$ cat src/rtl/ram_bist_ctrl.sv
// BIST master for a single-port RAM: writes a pattern to every word, reads it back and tallies mismatches.
// Latency: 2049 busy cycles per run; backpressure: none, 1-cycle read data is always accepted.
module ram_bist_ctrl #(
    parameter int ADDR_SIZE = 10,
    parameter int WORD_SIZE = 8,
    parameter int MEM_SIZE  = 1024
) (
    input  logic                 clk,
    input  logic                 rst_n,
    input  logic                 start,
    input  logic [1:0]           pattern_sel,
    output logic [ADDR_SIZE-1:0] mem_addr,
    output logic [WORD_SIZE-1:0] mem_wdata,
    output logic                 mem_wr,
    output logic                 mem_cs,
    input  logic [WORD_SIZE-1:0] mem_rdata,
    output logic                 busy,
    output logic                 done,
    output logic                 pass,
    output logic [ADDR_SIZE:0]   err_count,
    output logic [ADDR_SIZE-1:0] first_err_addr
);

    typedef enum logic [2:0] {IDLE, WRITE, READ, DRAIN, DONE} state_t;

    localparam logic [ADDR_SIZE-1:0] LAST_ADDR = ADDR_SIZE'(MEM_SIZE - 1);
    localparam logic [ADDR_SIZE:0]   ERR_MAX   = (ADDR_SIZE + 1)'(MEM_SIZE);

    state_t               state;
    logic [1:0]           pat;
    logic                 rd_vld;
    logic [ADDR_SIZE-1:0] rd_addr;
    logic                 mismatch;

    function automatic logic [WORD_SIZE-1:0] pattern_of(input logic [1:0] sel,
                                                       input logic [ADDR_SIZE-1:0] k);
        logic [7:0] p;
        logic [7:0] k8;
        k8 = 8'(k);
        case (sel)
            2'd0:    p = 8'({k, 1'b0});
            2'd1:    p = k8 ^ 8'hA5;
            2'd2:    p = k8[0] ? 8'hAA : 8'h55;
            default: p = 8'hFF;
        endcase
        return WORD_SIZE'(p);
    endfunction

    // rd_addr trails mem_addr by one cycle, matching the RAM's read latency
    assign mismatch = rd_vld && (mem_rdata != pattern_of(pat, rd_addr));

    always_ff @(posedge clk or negedge rst_n) begin
        if (!rst_n) begin
            state          <= IDLE;
            pat            <= 2'd0;
            rd_vld         <= 1'b0;
            rd_addr        <= '0;
            mem_addr       <= '0;
            mem_wdata      <= '0;
            mem_wr         <= 1'b0;
            mem_cs         <= 1'b0;
            busy           <= 1'b0;
            done           <= 1'b0;
            pass           <= 1'b0;
            err_count      <= '0;
            first_err_addr <= '0;
        end else begin
            rd_vld <= 1'b0;
            if (mismatch) begin
                if (err_count != ERR_MAX)
                    err_count <= err_count + 1'b1;
                if (err_count == '0)
                    first_err_addr <= rd_addr;
            end
            case (state)
                IDLE, DONE: begin
                    if (start) begin
                        pat            <= pattern_sel;
                        err_count      <= '0;
                        first_err_addr <= '0;
                        pass           <= 1'b0;
                        done           <= 1'b0;
                        busy           <= 1'b1;
                        state          <= WRITE;
                        mem_addr       <= '0;
                        mem_cs         <= 1'b1;
                        mem_wr         <= 1'b1;
                        mem_wdata      <= pattern_of(pattern_sel, '0);
                    end
                end
                WRITE: begin
                    if (mem_addr == LAST_ADDR) begin
                        state     <= READ;
                        mem_addr  <= '0;
                        mem_wr    <= 1'b0;
                        mem_wdata <= '0;
                    end else begin
                        mem_addr  <= mem_addr + 1'b1;
                        mem_wdata <= pattern_of(pat, mem_addr + 1'b1);
                    end
                end
                READ: begin
                    rd_vld  <= 1'b1;
                    rd_addr <= mem_addr;
                    if (mem_addr == LAST_ADDR) begin
                        state    <= DRAIN;
                        mem_cs   <= 1'b0;
                        mem_addr <= '0;
                    end else begin
                        mem_addr <= mem_addr + 1'b1;
                    end
                end
                DRAIN: begin
                    state <= DONE;
                    busy  <= 1'b0;
                    done  <= 1'b1;
                    pass  <= (err_count == '0) && !mismatch;
                end
                default: state <= IDLE;
            endcase
        end
    end

endmodule

$ cat config.mk
export PLATFORM = sky130hd
export DESIGN_NAME = ram_bist_ctrl
export DESIGN_NICKNAME = d
export VERILOG_FILES = /design/src/rtl/ram_bist_ctrl.sv
export SDC_FILE = /design/constraint.sdc
export NUM_CORES = 1
export LEC_CHECK = 0
export CAP_MARGIN = 20
export CORE_ASPECT_RATIO = 1.1
export CORE_UTILIZATION = 54
export CTS_BUF_LIST = sky130_fd_sc_hd__clkbuf_16
export DETAILED_ROUTE_END_ITERATION = 6
export PLACE_DENSITY = 0.81
export REMOVE_ABC_BUFFERS = 1
export SYNTH_ARGS = -nofsm -noshare
export SYNTH_HDL_FRONTEND = slang
export SYNTH_SLANG_ARGS = --single-unit
$ cat constraint.sdc
create_clock -name clk -period 3.5 [get_ports clk]
set_clock_uncertainty 0.2 [all_clocks]
set_input_delay 0.7 -clock clk [delete_from_list [all_inputs] [get_ports clk]]
set_output_delay 0.7 -clock clk [all_outputs]
set_load 0.005 [all_outputs]
== Yosys cells after proc, flatten, opt, wreduce, memory -nomap -nowiden ==
Index checks and enable logic that the tools add are counted.

* Register bits after elaboration: 60
* Word-level logic and storage cells: 83
* Output and inout port bits: 44

* $add $sub $neg: 2
* Multiplexer cells: 32
* Bitwise gates (word level): 2
* Equality and inequality tests: 14
* Reductions and logical operators: 20

{| class="wikitable"
|+ Operators with widths
! cell !! count
|-
| 8-bit case mux with 3 select lines || 3
|-
| 10-bit 2-to-1 mux || 6
|-
| 11-bit 2-to-1 mux || 4
|-
| 8-bit 2-to-1 mux || 4
|-
| 10-bit case mux with 2 select lines || 1
|-
| 8-bit case mux with 2 select lines || 1
|-
| 3-bit case mux with 4 select lines || 1
|-
| 11-bit by 1-bit adder with 11-bit output (second input constant) || 1
|-
| 11-bit zero test || 1
|-
| 11-bit inequality test (second input constant) || 1
|-
| 10-bit by 1-bit adder with 10-bit output (second input constant) || 1
|-
| 10-bit == test (second input constant) || 1
|-
| 1-bit case mux with 2 select lines || 5
|-
| 3-bit 2-to-1 mux || 3
|-
| 3-bit AND reduction || 3
|-
| 8-bit inequality test || 1
|-
| 4-bit NOT || 2
|-
| 2-bit AND reduction || 4
|-
| 2-bit nonzero test || 4
|-
| 3-bit by 2-bit == test with 1-bit output (second input constant) || 2
|-
| 2-bit inequality test (second input constant) || 3
|-
| 2-bit by 1-bit == test with 1-bit output (second input constant) || 2
|-
| 2-bit == test (second input constant) || 2
|-
| 2-bit zero test || 2
|-
| other kinds (7) || 12
|}

== Depth between registers and ports, before layout ==
* Depth after elaboration: 7
* Mapped depth: 11
* Gate-level depth less buffers: 8

== Worst setup path before layout ==
Ideal clock, no wire load.

* Path type: input to register
* Start point: input mem_rdata[6]
* End point: register first_err_addr[0]
* Buffers on the path: 2
* Library setup time: 0.119 ns
* Setup slack: 0.750 ns
* Cell stages on the path: 8
* Data required time: 3.181 ns
* Arrival: 2.431 ns
* Cell sequence: mux2_2 -> o211a_1 -> a221o_1 -> or4_4 -> buf_6 -> o211ai_2 -> buf_6 -> o21ai_2

* Cells in the longest elaborated chain, start to end: 5

{| class="wikitable"
|+ RTL lines
! what !! line !! source
|-
| from (decl) || 16 || <nowiki>input logic [WORD_SIZE-1:0] mem_rdata,</nowiki>
|-
| 8-bit inequality test (*) || 50 || <nowiki>assign mismatch = rd_vld && (mem_rdata != pattern_of(pat, rd_addr));</nowiki>
|-
| 1-bit logical AND (*) || 50 ||
|-
| 10-bit 2-to-1 mux (*) || 69 || <nowiki>if (mismatch) begin</nowiki>
|-
| 10-bit 2-to-1 mux || 77 || <nowiki>if (start) begin</nowiki>
|-
| 10-bit 2-to-1 mux (*) || 75 || <nowiki>case (state)</nowiki>
|-
| to (signal assigned) || 73 || <nowiki>first_err_addr <= rd_addr;</nowiki>
|-
| to (decl) || 21 || <nowiki>output logic [ADDR_SIZE-1:0] first_err_addr</nowiki>
|}

Mark *: on every way between the ends. The rest lies on a longest branch, timed or not.
A chain may end at the register's enable or synchronous reset.

== Worst setup path in the final report ==
* Start point: input mem_rdata[6]
* End point: register first_err_addr[4]

Same word-level chain as after synthesis.

==> impl_metrics.prom <==
# TYPE chip_impl_metric gauge
chip_impl_metric{name="peak_freq",unit="GHz"} 0.328
chip_impl_metric{name="total_leakage_power",unit="nW"} 1.84
chip_impl_metric{name="dieArea",unit="mm^2"} 0.00669
chip_impl_metric{name="detailedPlace.worstSlack",unit="ps"} 179
chip_impl_metric{name="max_stage_delay",unit="ps"} 560
chip_impl_metric{name="critical_path_required",unit="ps"} 3560
chip_impl_metric{name="setup_ws",unit="ps"} 452
chip_impl_metric{name="routed_wire_length_per_instance",unit="um"} 15.2
chip_impl_metric{name="globalRoute.totalOverflow",unit=""} 0
chip_impl_metric{name="cts_made_buffers",unit=""} 9
chip_impl_metric{name="number_of_remaining_drc_errors",unit=""} 0
chip_impl_info{name="slowest_stage_cell_cp",value="sky130_fd_sc_hd__or4_4"} 1
chip_impl_metric{name="synthesis.area",unit="mm^2"} 0.00344
chip_impl_info{name="critical_path.cell_chain",value="clkdlybuf4s50_1, mux2_2, o211a_1, a221o_1, or4_4, o211ai_2, buf_12, nand3_1, o21ai_2"} 1
chip_impl_metric{name="vdd.ir_drop.worst",unit="mV"} 0.456
chip_impl_info{name="setup.worst_path.end_class",value="flip-flop"} 1
chip_impl_metric{name="maximum_number_of_pins_on_one_net_before_global_route_repair",unit=""} 36
chip_impl_metric{name="antenna_cells",unit=""} 0
chip_impl_info{name="worst_setup_path_start_kind",value="primary input"} 1
chip_impl_metric{name="design.core.area",unit="mm^2"} 0.00616
chip_impl_metric{name="areaGrowthSynthToFinish",unit="%"} 24.7
chip_impl_metric{name="rows",unit=""} 30
chip_impl_metric{name="first_iter_violations",unit=""} 172
chip_impl_metric{name="die_height",unit="um"} 85.7
chip_impl_metric{name="synthesis.yosys.warnings",unit=""} 0
chip_impl_metric{name="cts_repair_resize_count",unit=""} 0
chip_impl_metric{name="tightest_slew",unit="ps"} 809
chip_impl_metric{name="synth_seq_cells",unit=""} 60
chip_impl_metric{name="boundaryPins",unit=""} 57
chip_impl_metric{name="gp_congestion",unit=""} 0.837
chip_impl_metric{name="clkPwrFrac",unit="%"} 31.2
chip_impl_metric{name="cts-hold-fix-buffers",unit=""} 0
chip_impl_metric{name="yosys.cell_types.count",unit=""} 54
chip_impl_metric{name="chipWidth",unit="um"} 78.1
chip_impl_metric{name="synth-edff-count",unit=""} 0
chip_impl_metric{name="cts_max_level",unit=""} 3
chip_impl_info{name="timing_worst_setup_path_type",value="primary input to flip-flop"} 1
chip_impl_info{name="main_synth_ff_type",value="sky130_fd_sc_hd__dfrtp_1"} 1
chip_impl_metric{name="p_sw",unit="mW"} 0.801
chip_impl_metric{name="asyncSetResetFlopFracSynth",unit="%"} 100
chip_impl_info{name="critPathTopFamily",value="compound AO/OA/AOI/OAI gates"} 1
chip_impl_metric{name="layout.nets",unit=""} 451
chip_impl_metric{name="fin_crit_sh",unit="%"} 87.1
chip_impl_metric{name="cts.clk_slew.worst_paths",unit="ps"} 50
chip_impl_metric{name="final.setup.tns",unit="ps"} 0
chip_impl_metric{name="power_frac_comb",unit="%"} 28.6
chip_impl_metric{name="worstPathBufferInverterCount",unit=""} 2
chip_impl_metric{name="pwr-share-seq",unit="%"} 40.2
chip_impl_metric{name="worstPathArrival",unit="ps"} 3110
chip_impl_metric{name="initial_drt_pass_iterations",unit=""} 5
chip_impl_metric{name="clock_path_buffers",unit=""} 2
chip_impl_info{name="grt_setup_unrepaired",value="false"} 1
chip_impl_metric{name="seq_area_frac_synth",unit="%"} 43.7
chip_impl_metric{name="avgSynthCellArea",unit="um^2"} 8.91
chip_impl_metric{name="cap_violations",unit=""} 0
chip_impl_info{name="hp-class",value="primary input to async pin"} 1
chip_impl_metric{name="relSlewSlack",unit="%"} 46.0
chip_impl_info{name="outcome",value="completed"} 1
chip_impl_metric{name="ant_nets",unit=""} 0
chip_impl_metric{name="cts_post_setup_buffers_inserted",unit=""} 0
chip_impl_metric{name="grt.total_usage",unit="%"} 26.2
chip_impl_metric{name="dp_hpwl",unit="mm"} 5.39
chip_impl_metric{name="critPathMaxFanout",unit=""} 20
chip_impl_metric{name="hold-worst-slack",unit="ps"} 258
chip_impl_metric{name="port_buffers",unit=""} 56
chip_impl_metric{name="cts_sinks",unit=""} 60
chip_impl_metric{name="grt_pass1_vias",unit=""} 2890
chip_impl_metric{name="slew_viol_final",unit=""} 0
chip_impl_metric{name="report.final.setup_viol",unit=""} 0
chip_impl_info{name="clk_root_buffer_cell",value="sky130_fd_sc_hd__clkbuf_16"} 1
chip_impl_metric{name="period_minus_slack",unit="ps"} 3050
chip_impl_metric{name="hold_viol",unit=""} 0
chip_impl_metric{name="synth_instances",unit=""} 386
chip_impl_metric{name="drt_wl_total",unit="mm"} 7.91
chip_impl_metric{name="via_per_inst",unit=""} 5.87
chip_impl_metric{name="grt_pass1_wl",unit="mm"} 13.6
chip_impl_metric{name="power.switching_fraction",unit="%"} 33.1
chip_impl_metric{name="cell_internal_pwr",unit="mW"} 1.62
chip_impl_info{name="clock_tree_from_tritoncts",value="built"} 1
chip_impl_metric{name="count_of_vias_placed_by_the_detailed_router",unit=""} 3052
chip_impl_metric{name="post-layout-total-power",unit="mW"} 2.42
chip_impl_metric{name="final_layout_size_suffix_gt1_share",unit="%"} 10.9
chip_impl_metric{name="power_density",unit="mW/mm^2"} 564
chip_impl_metric{name="grt_antenna_before_repair",unit=""} 0
chip_impl_metric{name="worst_skew_pair.late_latency",unit="ps"} 330
chip_impl_metric{name="initial_core_util",unit="%"} 55.9
## placed cells by master (no fill, tap or decap), drive strengths merged, types with 9 or more instances in the layout
master         instances
dfrtp                 60
clkdlybuf4s50         55
o21ai                 52
nand2                 44
nor2                  37
a21oi                 25
nand3                 18
inv                   14
mux2                  11
nand2b                 9
mux2i                  9
clkbuf                 9
## layer usage
metal	wire, um	vias up	track usage (%)
met5	0	-	0
met4	176	0	13.6
met2	3850	113	43.0
li1	-	1485	-
met1	3480	1436	32.4
met3	408	18	5.53
## metrics by stage
stage	area [um^2]	util (%)	std cells
4_1_cts	4290	69.7	520
3_3_place_gp	4040	65.6	504
2_1_floorplan	3300	-	361
6_report	4290	69.7	520
5_1_grt	4290	69.7	520
3_5_place_dp	4040	65.6	504
## state kept, by name (all words and copies together) (netlist names), 2 cells and up
signal	count
state	3
first_err_addr	10
pat	2
mem_addr	10
err_count	11
rd_addr	10
mem_wdata	8
## cells in the mapped netlist, types with 3 or more instances
master                     instances  area share, %
sky130_fd_sc_hd__xor2_1            4            1.0
sky130_fd_sc_hd__nand2_1          44            4.8
sky130_fd_sc_hd__o21ai_0          39            5.7
sky130_fd_sc_hd__clkbuf_1         14            1.5
sky130_fd_sc_hd__buf_2             6           0.87
sky130_fd_sc_hd__o31ai_1           7            1.5
sky130_fd_sc_hd__nor2b_1           4           0.73
sky130_fd_sc_hd__nor4_1            3           0.55
sky130_fd_sc_hd__mux2i_1           9            2.6
sky130_fd_sc_hd__buf_6             4            1.3
sky130_fd_sc_hd__o21a_1            3           0.65
sky130_fd_sc_hd__a21oi_1          25            3.6
sky130_fd_sc_hd__nor3_1            3           0.44
sky130_fd_sc_hd__nand3_1          18            2.6
sky130_fd_sc_hd__nor2_1           36            3.9
sky130_fd_sc_hd__and3_1            5           0.91
sky130_fd_sc_hd__ha_1              3            1.1
sky130_fd_sc_hd__nand4_1           5           0.91
sky130_fd_sc_hd__or3_1             4           0.73
sky130_fd_sc_hd__o21ai_2          11            2.8
sky130_fd_sc_hd__o22ai_1           3           0.55
sky130_fd_sc_hd__nand2b_1          9            1.6
sky130_fd_sc_hd__xnor2_1           4            1.0
sky130_fd_sc_hd__and2_1            3           0.55
sky130_fd_sc_hd__a211oi_1          4           0.87
sky130_fd_sc_hd__nand3b_1          3           0.65
sky130_fd_sc_hd__mux2_2           11            3.6
sky130_fd_sc_hd__o211ai_1          3           0.65
sky130_fd_sc_hd__dfrtp_1          60             44
sky130_fd_sc_hd__inv_1            11            1.2
## final timing paths
path,slack (ps),cells after the start,end,from
setup / recovery,450,9,first_err_addr[4],mem_rdata[6]
hold / removal,260,1,err_count[4],rst_n
setup reg to reg,480,7,first_err_addr[4],pat[1]
hold reg to reg,280,2,done,done
max in group asynchronous,2230,2,pat[0],rst_n
min in group clk,280,2,done,done
## cells by family after synthesis
family                     Yosys count  synth area share, %
and+or+nand+nor                    147                 20.8
AOI/OAI and AO/OA                  111                 20.8
DFF                                 60                 43.7
buffers and inverters               36                 5.13
muxes                               20                 6.22
xor gates and xnor gates             8                 2.04
adders and majority gates            4                 1.38
## layout make-up
type,count,area [um^2]
Sequential cell,60,1500
Clock buffer,9,225
Tap cell,80,100
Clock inverter,7,27.5
Multi-Input combinational cell,290,1760
Inverter,11,41.3
Fill cell,486,1870
Timing Repair Buffer,63,633
## power by group through the flow
stage,combinational (mW),sequential (mW),clock (mW)
floorplan,0.364,0.952,0
global placement,0.666,0.970,0
detailed placement,0.681,0.972,0
CTS,0.695,0.967,0.764
global route,0.760,0.986,0.801
finish,0.693,0.973,0.755
(Power assumes the default switching activity.)
